**src/rtl/usb_pkg.sv**
```systemverilog
// ---------------------------------------------------------------------------
// usb_pkg
// Shared constants for the USB line encoder (and the matching decoder).
//   LINE_J / LINE_K / LINE_SE0 : 2-bit {d_plus, d_minus} line states
//   STUFF_LIMIT                : run of 1s that forces a stuffed 0
//   encoder_state_t            : transmit encoder FSM states
//   nrziLine()                 : maps an NRZI level (1 = J) to a line state
// ---------------------------------------------------------------------------
package usb_pkg;

  localparam logic [1:0] LINE_J   = 2'b10;
  localparam logic [1:0] LINE_K   = 2'b01;
  localparam logic [1:0] LINE_SE0 = 2'b00;

  localparam int unsigned STUFF_LIMIT = 6;

  typedef enum logic [2:0] {
    ST_NORMAL = 3'd0,
    ST_STUFF  = 3'd1,
    ST_EOP1   = 3'd2,
    ST_EOP2   = 3'd3,
    ST_EOP_J  = 3'd4
  } encoder_state_t;

  // The NRZI level is kept as a single bit where 1 means the line idles at J.
  function automatic logic [1:0] nrziLine(input logic level);
    return level ? LINE_J : LINE_K;
  endfunction

endpackage

```
**src/rtl/usb_edge_detect.sv**
```systemverilog
// ---------------------------------------------------------------------------
// usb_edge_detect
// Rising-edge detector for a level strobe. The previous sample is registered,
// so a strobe held high for many cycles yields a single one-cycle pulse on the
// first cycle it is seen high after being seen low.
//   clk     : system clock
//   n_rst   : asynchronous active-low reset (previous sample clears to 0)
//   i_level : strobe being watched
//   o_rise  : high in the cycle where i_level is high and was low last cycle
// ---------------------------------------------------------------------------
module usb_edge_detect (
  input  logic clk,
  input  logic n_rst,
  input  logic i_level,
  output logic o_rise
);

  logic r_prev;

  // Remember last cycle's strobe level so only the first high cycle counts.
  always_ff @(posedge clk or negedge n_rst) begin
    if (!n_rst) begin
      r_prev <= 1'b0;
    end else begin
      r_prev <= i_level;
    end
  end

  assign o_rise = i_level & ~r_prev;

endmodule

```
**src/rtl/usb_encoder.sv**
```systemverilog
// ---------------------------------------------------------------------------
// usb_encoder
// Transmit-side USB line encoder: bit stuffing, NRZI and EOP generation.
//   clk          : system clock
//   n_rst        : asynchronous active-low reset
//   tx_out_bit   : serial data bit, consumed on each shift event
//   tx_shift     : bit-time strobe; its rising edge is the shift event
//   create_eop   : request to end the packet (level, armed on any high cycle)
//   tx_hold      : high while a stuff bit is pending; upstream must hold data
//   d_plus_out   : D+ line (registered)
//   d_minus_out  : D- line (registered)
// ---------------------------------------------------------------------------
module usb_encoder
  import usb_pkg::*;
(
  input  logic clk,
  input  logic n_rst,
  input  logic tx_out_bit,
  input  logic tx_shift,
  input  logic create_eop,
  output logic tx_hold,
  output logic d_plus_out,
  output logic d_minus_out
);

  logic           w_shiftEvent;
  logic [2:0]     w_onesNext;
  logic           w_armAllowed;

  encoder_state_t r_state;
  logic [1:0]     r_line;
  logic           r_level;
  logic [2:0]     r_onesCount;
  logic           r_txHold;
  logic           r_eopArmed;

  usb_edge_detect u_shiftEdge (
    .clk     (clk),
    .n_rst   (n_rst),
    .i_level (tx_shift),
    .o_rise  (w_shiftEvent)
  );

  assign w_onesNext   = r_onesCount + 3'd1;
  // Once the EOP sequence is under way a new request has nothing to end.
  assign w_armAllowed = (r_state == ST_NORMAL) || (r_state == ST_STUFF);

  // Main encoder: everything advances only on a shift event, except the EOP
  // request flag which is sampled every cycle. An armed request seen in NORMAL
  // starts the EOP on that very event (it drives the first SE0 itself, no data
  // bit is consumed), so the FSM jumps straight past EOP1 to EOP2. EOP1 is
  // only occupied when the request lands while a stuff bit is pending, so the
  // stuff bit goes out first.
  always_ff @(posedge clk or negedge n_rst) begin
    if (!n_rst) begin
      r_state     <= ST_NORMAL;
      r_line      <= LINE_J;
      r_level     <= 1'b1;
      r_onesCount <= '0;
      r_txHold    <= 1'b0;
      r_eopArmed  <= 1'b0;
    end else begin
      if (create_eop && w_armAllowed) begin
        r_eopArmed <= 1'b1;
      end

      if (w_shiftEvent) begin
        case (r_state)
          ST_NORMAL: begin
            if (r_eopArmed) begin
              r_line      <= LINE_SE0;
              r_onesCount <= '0;
              r_eopArmed  <= 1'b0;
              r_state     <= ST_EOP2;
            end else if (tx_out_bit) begin
              r_line      <= nrziLine(r_level);
              r_onesCount <= w_onesNext;
              if (w_onesNext == 3'(STUFF_LIMIT)) begin
                r_state  <= ST_STUFF;
                r_txHold <= 1'b1;
              end
            end else begin
              r_level     <= ~r_level;
              r_line      <= nrziLine(~r_level);
              r_onesCount <= '0;
            end
          end

          ST_STUFF: begin
            r_level     <= ~r_level;
            r_line      <= nrziLine(~r_level);
            r_onesCount <= '0;
            r_txHold    <= 1'b0;
            if (r_eopArmed) begin
              r_eopArmed <= 1'b0;
              r_state    <= ST_EOP1;
            end else begin
              r_state <= ST_NORMAL;
            end
          end

          ST_EOP1: begin
            r_line  <= LINE_SE0;
            r_state <= ST_EOP2;
          end

          ST_EOP2: begin
            r_line  <= LINE_SE0;
            r_state <= ST_EOP_J;
          end

          ST_EOP_J: begin
            r_line      <= LINE_J;
            r_level     <= 1'b1;
            r_onesCount <= '0;
            r_state     <= ST_NORMAL;
          end

          default: begin
            r_state <= ST_NORMAL;
          end
        endcase
      end
    end
  end

  assign tx_hold     = r_txHold;
  assign d_plus_out  = r_line[1];
  assign d_minus_out = r_line[0];

endmodule

```
**config.mk**
```make
export PLATFORM = sky130hd
export DESIGN_NAME = usb_encoder
export DESIGN_NICKNAME = d
export VERILOG_FILES = /design/src/rtl/usb_pkg.sv /design/src/rtl/usb_edge_detect.sv /design/src/rtl/usb_encoder.sv
export SDC_FILE = /design/constraint.sdc
export NUM_CORES = 1
export LEC_CHECK = 0
export BUFFER_PORTS_ARGS = -buffer_cell sky130_fd_sc_hd__buf_4
export CORE_ASPECT_RATIO = 0.7
export CORE_MARGIN = 10
export CORE_UTILIZATION = 35
export DETAILED_ROUTE_END_ITERATION = 10
export GPL_ROUTABILITY_DRIVEN = 0
export HOLD_SLACK_MARGIN = 0.12
export SYNTH_ARGS = -nofsm -noshare
export SYNTH_HDL_FRONTEND = slang
export SYNTH_SLANG_ARGS = --single-unit
```
**constraint.sdc**
```tcl
create_clock -name clk -period 2.6 [get_ports clk]
set_clock_uncertainty 0.05 [all_clocks]
set_input_delay 0.39 -clock clk [delete_from_list [all_inputs] [get_ports clk]]
set_output_delay 0.39 -clock clk [all_outputs]
set_load 0.005 [all_outputs]
```
==> summary.txt, run 1 <==
Clock Sink Count = 12
Ys async rst share = 100%
Clock transition at the registers of the reported paths = 0.08 ns
Max Fanout on Critical Path = 4
Htree depth = 1
Post-DR wirelength/cell = 13.9 um
Antenna fix cells = 0
Top cells by area, synth = dfrtp_1 36%, dfstp_2 7.6%, a21oi_1 6.5%
Die width = 73.1 um
Worst EP required = 2.70 ns
Critical path class = flop to flop
GR Util All Layers = 7.50%
Clock power frac = 16.3%
Mapped Cells = 75
Clock Latency Late Sink = 0.27 ns
CTS root buf = clkbuf_4
Die Y = 57.2 um
Die area = 4180 sq um
Vias in the first global route = 521
Post-synthesis sequential area ratio = 43.8%
Fmax = 0.683 GHz
Grt total ovfl = 0
Period utilization = 56.3%
PostCTS Resize Cnt = 0
Final Cell Area = 779 sq um
Post-synth top cells = 11 x nand2_1, 10 x dfrtp_1, 9 x a21oi_1
Total CTS buffers = 3
PwrDens = 895 nW/um^2
Final setup fails = 0
Inst Count DP = 100
Post-synthesis cell type count = 31
CP endpoint kind = flop
Final WL = 1.45 mm
Leakage = 0.334 nW
Largest net degree at the start of global routing = 15
Final hold vios = 0
Layout cell share with drive strength beyond 1 = 19.5%
Critical Path AT = 1.56 ns
Main flop type after synthesis = dfrtp_1
Yosys top cell area share = 36.2%
Post-CTS Hold Buffers = 1
Place WS = 1.14 ns
Logic gate share of total power = 31.6%
Hold Crit Class = input port to flop
Worst-Margin Slew = 0.440 ns
Vias per std cell = 5.16
Slew Viols, Final = 0
FP Rows = 13
Post-CTS setup buffer count = 0
Mapped Area = 692 sq um
Switching share of power = 40.2%
Number of routed nets with antenna violations = 0
Syn nets = 82
Psw = 280 uW
Routed vias = 537
Min cycle time layout = 1.46 ns
I/O Pins = 8
# nets final = 91
Flop pwr share = 52.0%
RSZ-0062 raised after global routing = false
Iter 0 DRT Violations = 83
Post-Place Cell Area = 747 sq um
Max VDD drop = 0.320 mV
Initial antenna violation count = 0
Post-synth EDFFs = 0
I/O Buffers = 7
Max_slew headroom = 70.7%
Pre-antenna DRT Iters = 4
Final Non-Filler Cells = 104
Status = finished clean
First-pass GRT wire length = 2.46 mm
Setup WS post-layout = 1.14 ns
Clock Path Buffers = 2
DP HPWL = 1.08 mm
DRC violations left = 0
Setup TNS = 0 ns
Initial core utilization = 37.0%
Synth Register Bits = 12
CORE AREA = 1870 sq um
CP Launch Type = flop
CTS tree = done
Yosys top cell by area = dfrtp_1
Internal power = 417 uW
Max-cap violations = 0
Syn Area/Cell = 9.23 sq um
Library cell with the highest instance count after synthesis = nand2_1
Synth warn = 0
Syn-to-layout area delta = 12.7%
## worst paths after layout
path	start	endpoint	slack, ns	cells after the start
max	r_onesCount[0]	r_state[0]	1.14	5
min	tx_shift	u_shiftEdge.r_prev	0.20	1
max reg2reg	r_onesCount[0]	r_state[0]	1.14	5
min reg2reg	r_onesCount[2]	r_onesCount[2]	0.46	2
max in group asynchronous	n_rst	r_line[1]	1.82	2
min in group asynchronous	n_rst	u_shiftEdge.r_prev	0.43	2
## sequential cells by signal, summed over array words and instances, names as in the netlist
register / count
tx_hold: 1
r_level: 1
r_onesCount: 3
r_eopArmed: 1
u_shiftEdge.r_prev: 1
r_line: 2
r_state: 3
## metal layers
metal | part of all wire (%) | routed length, um | vias up | global-route usage [%]
met5 | 0 | 0 | - | 0
met4 | 0.55 | 8 | 0 | 1.62
met3 | 8.1 | 117 | 2 | 5.01
met2 | 38 | 546 | 10 | 9.42
met1 | 54 | 778 | 243 | 10.1
li1 | - | - | 282 | -
## metrics by stage
step	utilization, %	hold slack, ns	total power, mW
finish	41.7	0.199	0.697
global placement	39.9	0.191	0.581
floorplan	-	0.0444	0.526
CTS	41.7	0.195	0.704
detailed placement	39.9	0.191	0.587
global route	41.7	0.186	0.758
## power groups by stage
stage | sequential, mW | clock, mW | combinational, mW
after CTS | 0.361 | 0.119 | 0.224
after global routing | 0.374 | 0.129 | 0.255
after global placement | 0.363 | 0 | 0.218
final | 0.363 | 0.114 | 0.221
after detailed placement | 0.364 | 0 | 0.222
after floorplan | 0.294 | 0 | 0.232
## layout make-up
cell class	instances	area (sq um)
Multi-Input combinational cell	58	360
Tap cell	22	27.5
Inverter	1	3.75
Fill cell	174	1090
Clock buffer	3	22.5
Timing Repair Buffer	8	62.6
Sequential cell	12	303
## kinds of logic after synthesis
logic type	after synthesis	synth area share (%)
buffers and inverters	5	4.16
AND/OR/NAND/NOR	34	27.3
AO/OA/AOI/OAI	21	19.9
adder cells (fa/ha/maj)	2	3.62
flip-flops	12	43.8
XOR/XNOR	1	1.27
## critical path, cell delays in order, from the launching register on
cell	delay (ns)
dfrtp_1	0.41
ha_1	0.23
nor2b_1	0.14
o21a_1	0.20
a211oi_1	0.23
o31ai_1	0.08
## placed cells by master (no fill, tap or decap)
cell type,instances
o32a_1,1
nor3_1,3
or3_1,1
nand2b_4,1
clkbuf_4,3
nor4_1,1
o21ai_0,1
nor3_2,1
nor2b_1,2
nand2b_1,2
and4b_1,1
inv_1,1
o31ai_1,2
or2_1,1
nor3b_2,1
nor2_1,6
dfstp_2,2
o21a_1,2
nand2_1,11
o21ai_1,3
buf_4,7
o41ai_2,1
xor2_1,1
a21oi_1,9
ha_1,2
dlygate4sd3_1,1
dfrtp_1,10
a211oi_1,1
o22a_1,1
nand3_1,1
nor3b_1,2
No activity file was read; power rests on OpenSTA's default activity.
==> run 2: changes to the inputs <==
Clock period 2.6 ns to 1.4 ns, I/O delays scaled along.
==> run 2 against run 1 <==
Against the previous run:
- sequential share of layout area decreased by 5.8 points
- combinational power increased to 3.0 times the previous value
- maximum frequency increased by 6.4%
- critical path depth increased by 1
- highest routed layer unchanged
- largest power group is now combinational cells
- worst hold slack got worse by 0.050 ns
- die area unchanged
- largest cell class unchanged
- final cell count increased by 12%
- sequential power increased by 70%
- via count increased by 16%
- utilization increased by 7.8 points
==> summary.txt, run 2 (same netlist as run 1, synthesis figures left out) <==
Initial core utilization = 37.0%
Number of routed nets with antenna violations = 0
Final setup fails = 0
Final WL = 1.61 mm
Cell Chain, Critical Path = ha_2, nor2b_4, o21a_1, buf_4, a21oi_2, a21oi_1
PwrDens = 1690 nW/um^2
Vias per std cell = 5.35
Syn-to-layout area delta = 33.6%
Slew Viols, Final = 0
R2r worst-path depth = 6
CP Buf/Inv Count = 1
Die area = 4180 sq um
Hold Crit Class = input port to flop
Highest-delay cell along the critical path = dfrtp_1
Routed vias = 621
RR Endpoint = tx_hold
CP startpoint = r_onesCount[1]
Die width = 73.1 um
Leakage = 0.396 nW
Grt total ovfl = 0
DP HPWL = 1.16 mm
Post-DR wirelength/cell = 13.9 um
Worst r2r src = r_onesCount[1]
CTS tree = done
Vias in the first global route = 578
Initial antenna violation count = 0
Max_slew headroom = 78.8%
Iter 0 DRT Violations = 38
Registers with the most flip-flops = r_onesCount x3, r_state x3, r_line x2
Htree depth = 1
Cell family with most CP delay = flip-flops
DRC violations left = 0
Critical Path AT = 1.49 ns
Most frequent cells in the layout = 17 x buf_4, 11 x nand2_1, 8 x a21oi_1, 8 x dfrtp_1, 4 x nor2_2
Antenna fix cells = 0
Min cycle time layout = 1.38 ns
CP Launch Type = flop
CTS root buf = clkbuf_4
I/O Buffers = 7
CP endpoint kind = flop
Clock Latency Late Sink = 0.28 ns
Layout cell share with drive strength beyond 1 = 43.6%
R2R Setup Slk = 0.02 ns
Max Fanout on Critical Path = 2
Max VDD drop = 0.818 mV
Status = finished clean
Final hold vios = 0
I/O Pins = 8
Worst-Margin Slew = 0.315 ns
RSZ-0062 raised after global routing = true
Worst EP required = 1.51 ns
Most common cell after layout, fill and taps aside = buf_4
Final Non-Filler Cells = 116
Period utilization = 98.3%
Capture point of the critical path = tx_hold
Total CTS buffers = 3
Clock Path Buffers = 2
Max-cap violations = 0
Inst Count DP = 107
Largest net degree at the start of global routing = 13
First-pass GRT wire length = 2.78 mm
Pre-antenna DRT Iters = 5
Clock transition at the registers of the reported paths = 0.08 ns
# nets final = 102
WP depth = 6
GR Util All Layers = 8.36%
Final Cell Area = 925 sq um
CORE AREA = 1870 sq um
Fmax = 0.727 GHz
Die Y = 57.2 um
Post-Place Cell Area = 800 sq um
CP peak stage delay = 0.39 ns
Critical path class = flop to flop
Clock Sink Count = 12
FP Rows = 13
-- run 2: cell count changes in the layout (fill, tap and decap cells not counted), sizes merged --
cell / change
buf: +10
clkbuf: +1
dlygate4sd3: +1
-- run 2: worst min-delay path by stage --
stage / slack (ns) / cells past startpoint / start / end
after floorplan: -0.14 / 0 / n_rst / r_eopArmed
after global placement: 0.01 / 1 / n_rst / u_shiftEdge.r_prev
after detailed placement: 0.01 / 1 / n_rst / u_shiftEdge.r_prev
after CTS: 0.15 / 3 / create_eop / r_eopArmed
after global routing: 0.19 / 3 / create_eop / r_eopArmed
final: 0.15 / 3 / create_eop / r_eopArmed
-- run 2: power by group --
group	leakage, nW	internal [mW]	switching, mW	total [mW]
clock	0.0210	0.158	0.126	0.284
sequential	0.146	0.469	0.149	0.618
combinational	0.229	0.342	0.320	0.661
-- run 2: worst min-delay path, delay by kind of cell --
kind,cells,cell delay (ns)
buffers and inverters,1,0.08
AO/OA/AOI/OAI,2,0.15
-- run 2: metrics by stage --
stage	hold WS (ns)	utilization (%)	power, mW	TNS (ns)	setup slack, ns
2_1_floorplan	-0.136	-	0.978	0	0.0200
3_3_place_gp	0.0108	42.7	1.20	0	0.0245
3_5_place_dp	0.0128	42.7	1.21	-0.0325	-0.0325
4_1_cts	0.152	47.4	1.52	0	0.0126
5_1_grt	0.187	49.4	1.69	-0.0415	-0.0339
6_report	0.149	49.4	1.56	0	0.0237
-- run 2: what timing repair did --
item	CTS	global route
resized for setup	2	13
hold buffers	2	0
endpoints found under the setup margin	1	6
endpoints found under the hold margin	13	0
setup buffers	3	0
pin swaps	2	6
-- run 2: area by class of cell --
type / instances / area (sq um)
flip-flops and latches: 12 / 305
multi-input cells: 58 / 404
inverters: 1 / 3.75
clock buffers: 4 / 36.3
well taps: 22 / 27.5
fillers: 185 / 946
repair buffers: 19 / 148
-- run 2: layer usage --
| metal | global-route usage, % | part of all wire, % |
|---|---|---|
| met5 | 0 | 0 |
| met4 | 1.62 | 0.50 |
| met3 | 5.35 | 7.4 |
| met2 | 11.5 | 43 |
| met1 | 10.7 | 49 |
==> run 3: changes to the inputs <==
Settings changed: ABC_AREA set to 1.
==> run 3 against run 2 <==
Against the previous run:
- final area decreased by 5.3%
- combinational power increased by 28%
- sequential share of layout area up 1.6 points
- register-to-register slack improved by 0.12 ns
- utilization shrank 3.8 points
- non-clock buffer count down 10
- flip-flop and latch count stayed put
- critical path depth increased by 3
- area after synthesis grew 5.4%
- maximum frequency up 5.1%
- synthesized cell count grew 43%
- largest power group unchanged
- highest routed layer unchanged
==> summary.txt, run 3 <==
Post-synth top cells = 39 x nand2_1, 12 x inv_1, 12 x nor2_1
Layout cell share with drive strength beyond 1 = 20.8%
CTS root buf = clkbuf_4
Syn nets = 114
Fmax = 0.764 GHz
I/O Pins = 8
Yosys top cell area share = 34.3%
Die Y = 58.2 um
Ys async rst share = 100%
Slew Viols, Final = 0
Max VDD drop = 0.881 mV
Final Cell Area = 876 sq um
Pre-antenna DRT Iters = 5
Number of routed nets with antenna violations = 0
Setup TNS = 0 ns
I/O Buffers = 7
Clock transition at the registers of the reported paths = 0.08 ns
CTS tree = done
Initial core utilization = 38.0%
Final setup fails = 0
Mapped Area = 729 sq um
RSZ-0062 raised after global routing = false
Most common cell after layout, fill and taps aside = nand2_1
Mapped Cells = 107
CP Launch Type = input port
Top cells by area, synth = dfrtp_1 34%, nand2_1 20%, dfstp_2 7.2%
Post-synthesis cell type count = 17
Routed vias = 686
Post-synth EDFFs = 0
Worst EP required = 1.57 ns
Total CTS buffers = 3
Synth Register Bits = 12
Worst-Margin Slew = 0.285 ns
Post-synthesis sequential area ratio = 41.5%
Iter 0 DRT Violations = 38
CORE AREA = 1920 sq um
Max Fanout on Critical Path = 6
Grt total ovfl = 0
Vias in the first global route = 592
Die width = 74.6 um
FP Rows = 13
Main flop type after synthesis = dfrtp_1
Yosys top cell by area = dfrtp_1
CP peak stage delay = 0.53 ns
Max_slew headroom = 81.0%
Critical Path AT = 1.48 ns
Antenna fix cells = 0
CP Buf/Inv Count = 4
Final WL = 1.54 mm
Post-CTS setup buffer count = 0
Cell family with most CP delay = buffers and inverters
Period utilization = 93.5%
Clock Sink Count = 12
Largest net degree at the start of global routing = 13
Clock Latency Late Sink = 0.28 ns
CP endpoint kind = flop
Registers with the most flip-flops = r_onesCount x3, r_state x3, r_line x2
GR Util All Layers = 7.33%
Initial antenna violation count = 0
Status = finished clean
Min cycle time layout = 1.31 ns
Final hold vios = 0
Max-cap violations = 0
Leakage = 0.468 nW
Clock Path Buffers = 2
Vias per std cell = 4.83
Critical path class = input port to flop
Cell Chain, Critical Path = dlygate4sd3_1, buf_4, nand2_1, inv_1, nand2_1, inv_2, nand2_1, nor2_1, nor2_1
Die area = 4340 sq um
Most frequent cells in the layout = 39 x nand2_1, 12 x inv_1, 12 x nor2_1
Synth warn = 0
DRC violations left = 0
# nets final = 128
Syn Area/Cell = 6.82 sq um
Library cell with the highest instance count after synthesis = nand2_1
PwrDens = 2050 nW/um^2
Post-Place Cell Area = 810 sq um
Htree depth = 1
Syn-to-layout area delta = 20.1%
Highest-delay cell along the critical path = dlygate4sd3_1
First-pass GRT wire length = 2.52 mm
Hold Crit Class = input port to flop
DP HPWL = 1.18 mm
Most used cell, CP = nand2_1
Post-DR wirelength/cell = 10.8 um
run 3: cell count changes after synthesis, moves of 3 or more:
| cell | change |
|---|---|
| nor3_1 | -3 |
| a21oi_1 | -8 |
| inv_2 | +4 |
| o22ai_1 | +3 |
| nand3_1 | +9 |
| nor2_1 | +6 |
| nand2_1 | +28 |
| nand2_2 | +4 |
| inv_1 | +11 |
run 3: worst reg2reg max path: stages, from the launching register on:
cell,delay (ns)
dfrtp_1,0.41
ha_1,0.22
nand2_1,0.09
nand3_2,0.10
nand3_2,0.10
nand2_2,0.07
nand2_1,0.06
nand2_1,0.05
run 3: worst paths after layout:
kind,start,to,slack (ns),depth (start not counted)
hold reg to reg,r_level,r_level,0.43,2
min in group asynchronous,n_rst,r_line[0],0.25,2
setup reg to reg,r_onesCount[0],r_state[1],0.14,7
hold / removal,create_eop,r_eopArmed,0.15,3
setup / recovery,tx_shift,r_line[1],0.09,9
max in group asynchronous,n_rst,r_line[1],0.82,2
run 3: final cells by class:
type | instances | area, sq um
fill | 199 | 1040
multi-input combinational | 79 | 377
sequential | 12 | 303
timing repair buffer | 9 | 72.6
inverter | 16 | 60.1
clock buffer | 4 | 36.3
tap | 22 | 27.5
run 3: routing by layer:
metal	vias to the layer above	global-route usage, %	share of wire [%]
li1	360	-	-
met1	307	9.63	53
met2	17	10.3	41
met3	2	3.74	6.3
met4	0	1.61	0.58
met5	-	0	0
run 3: cells by family after synthesis:
kind of cell               Yosys count  synth area share [%]
adders and majority gates            2                  3.43
DFF                                 12                  41.5
buffers and inverters               16                  8.23
and+or+nand+nor                     70                  41.5
AOI/OAI and AO/OA                    7                  5.32
run 3: power breakdown:
| part | internal (mW) | leakage (nW) | total (mW) | switching, mW |
|---|---|---|---|---|
| clock | 0.158 | 0.0210 | 0.286 | 0.128 |
| combinational | 0.326 | 0.300 | 0.843 | 0.517 |
| sequential | 0.504 | 0.147 | 0.664 | 0.160 |
| total | 0.988 | 0.468 | 1.79 | 0.804 |
run 3: through the flow:
step | setup WS, ns | instances | total power, mW | utilization, % | hold slack [ns]
floorplan | 0.235 | 107 | 1.25 | - | -0.136
global placement | 0.140 | 136 | 1.48 | 42.2 | 0.0127
detailed placement | 0.148 | 136 | 1.48 | 42.2 | 0.0152
CTS | 0.0914 | 142 | 1.78 | 45.1 | 0.149
global route | 0.00941 | 142 | 1.96 | 45.6 | 0.162
finish | 0.0905 | 142 | 1.79 | 45.6 | 0.151
run 3: timing repair:
| item | CTS | global route |
|---|---|---|
| hold buffers | 2 | 0 |
| hold endpoints to repair | 13 | 0 |
| resized for setup | 0 | 2 |
| endpoints found under the setup margin | 0 | 3 |
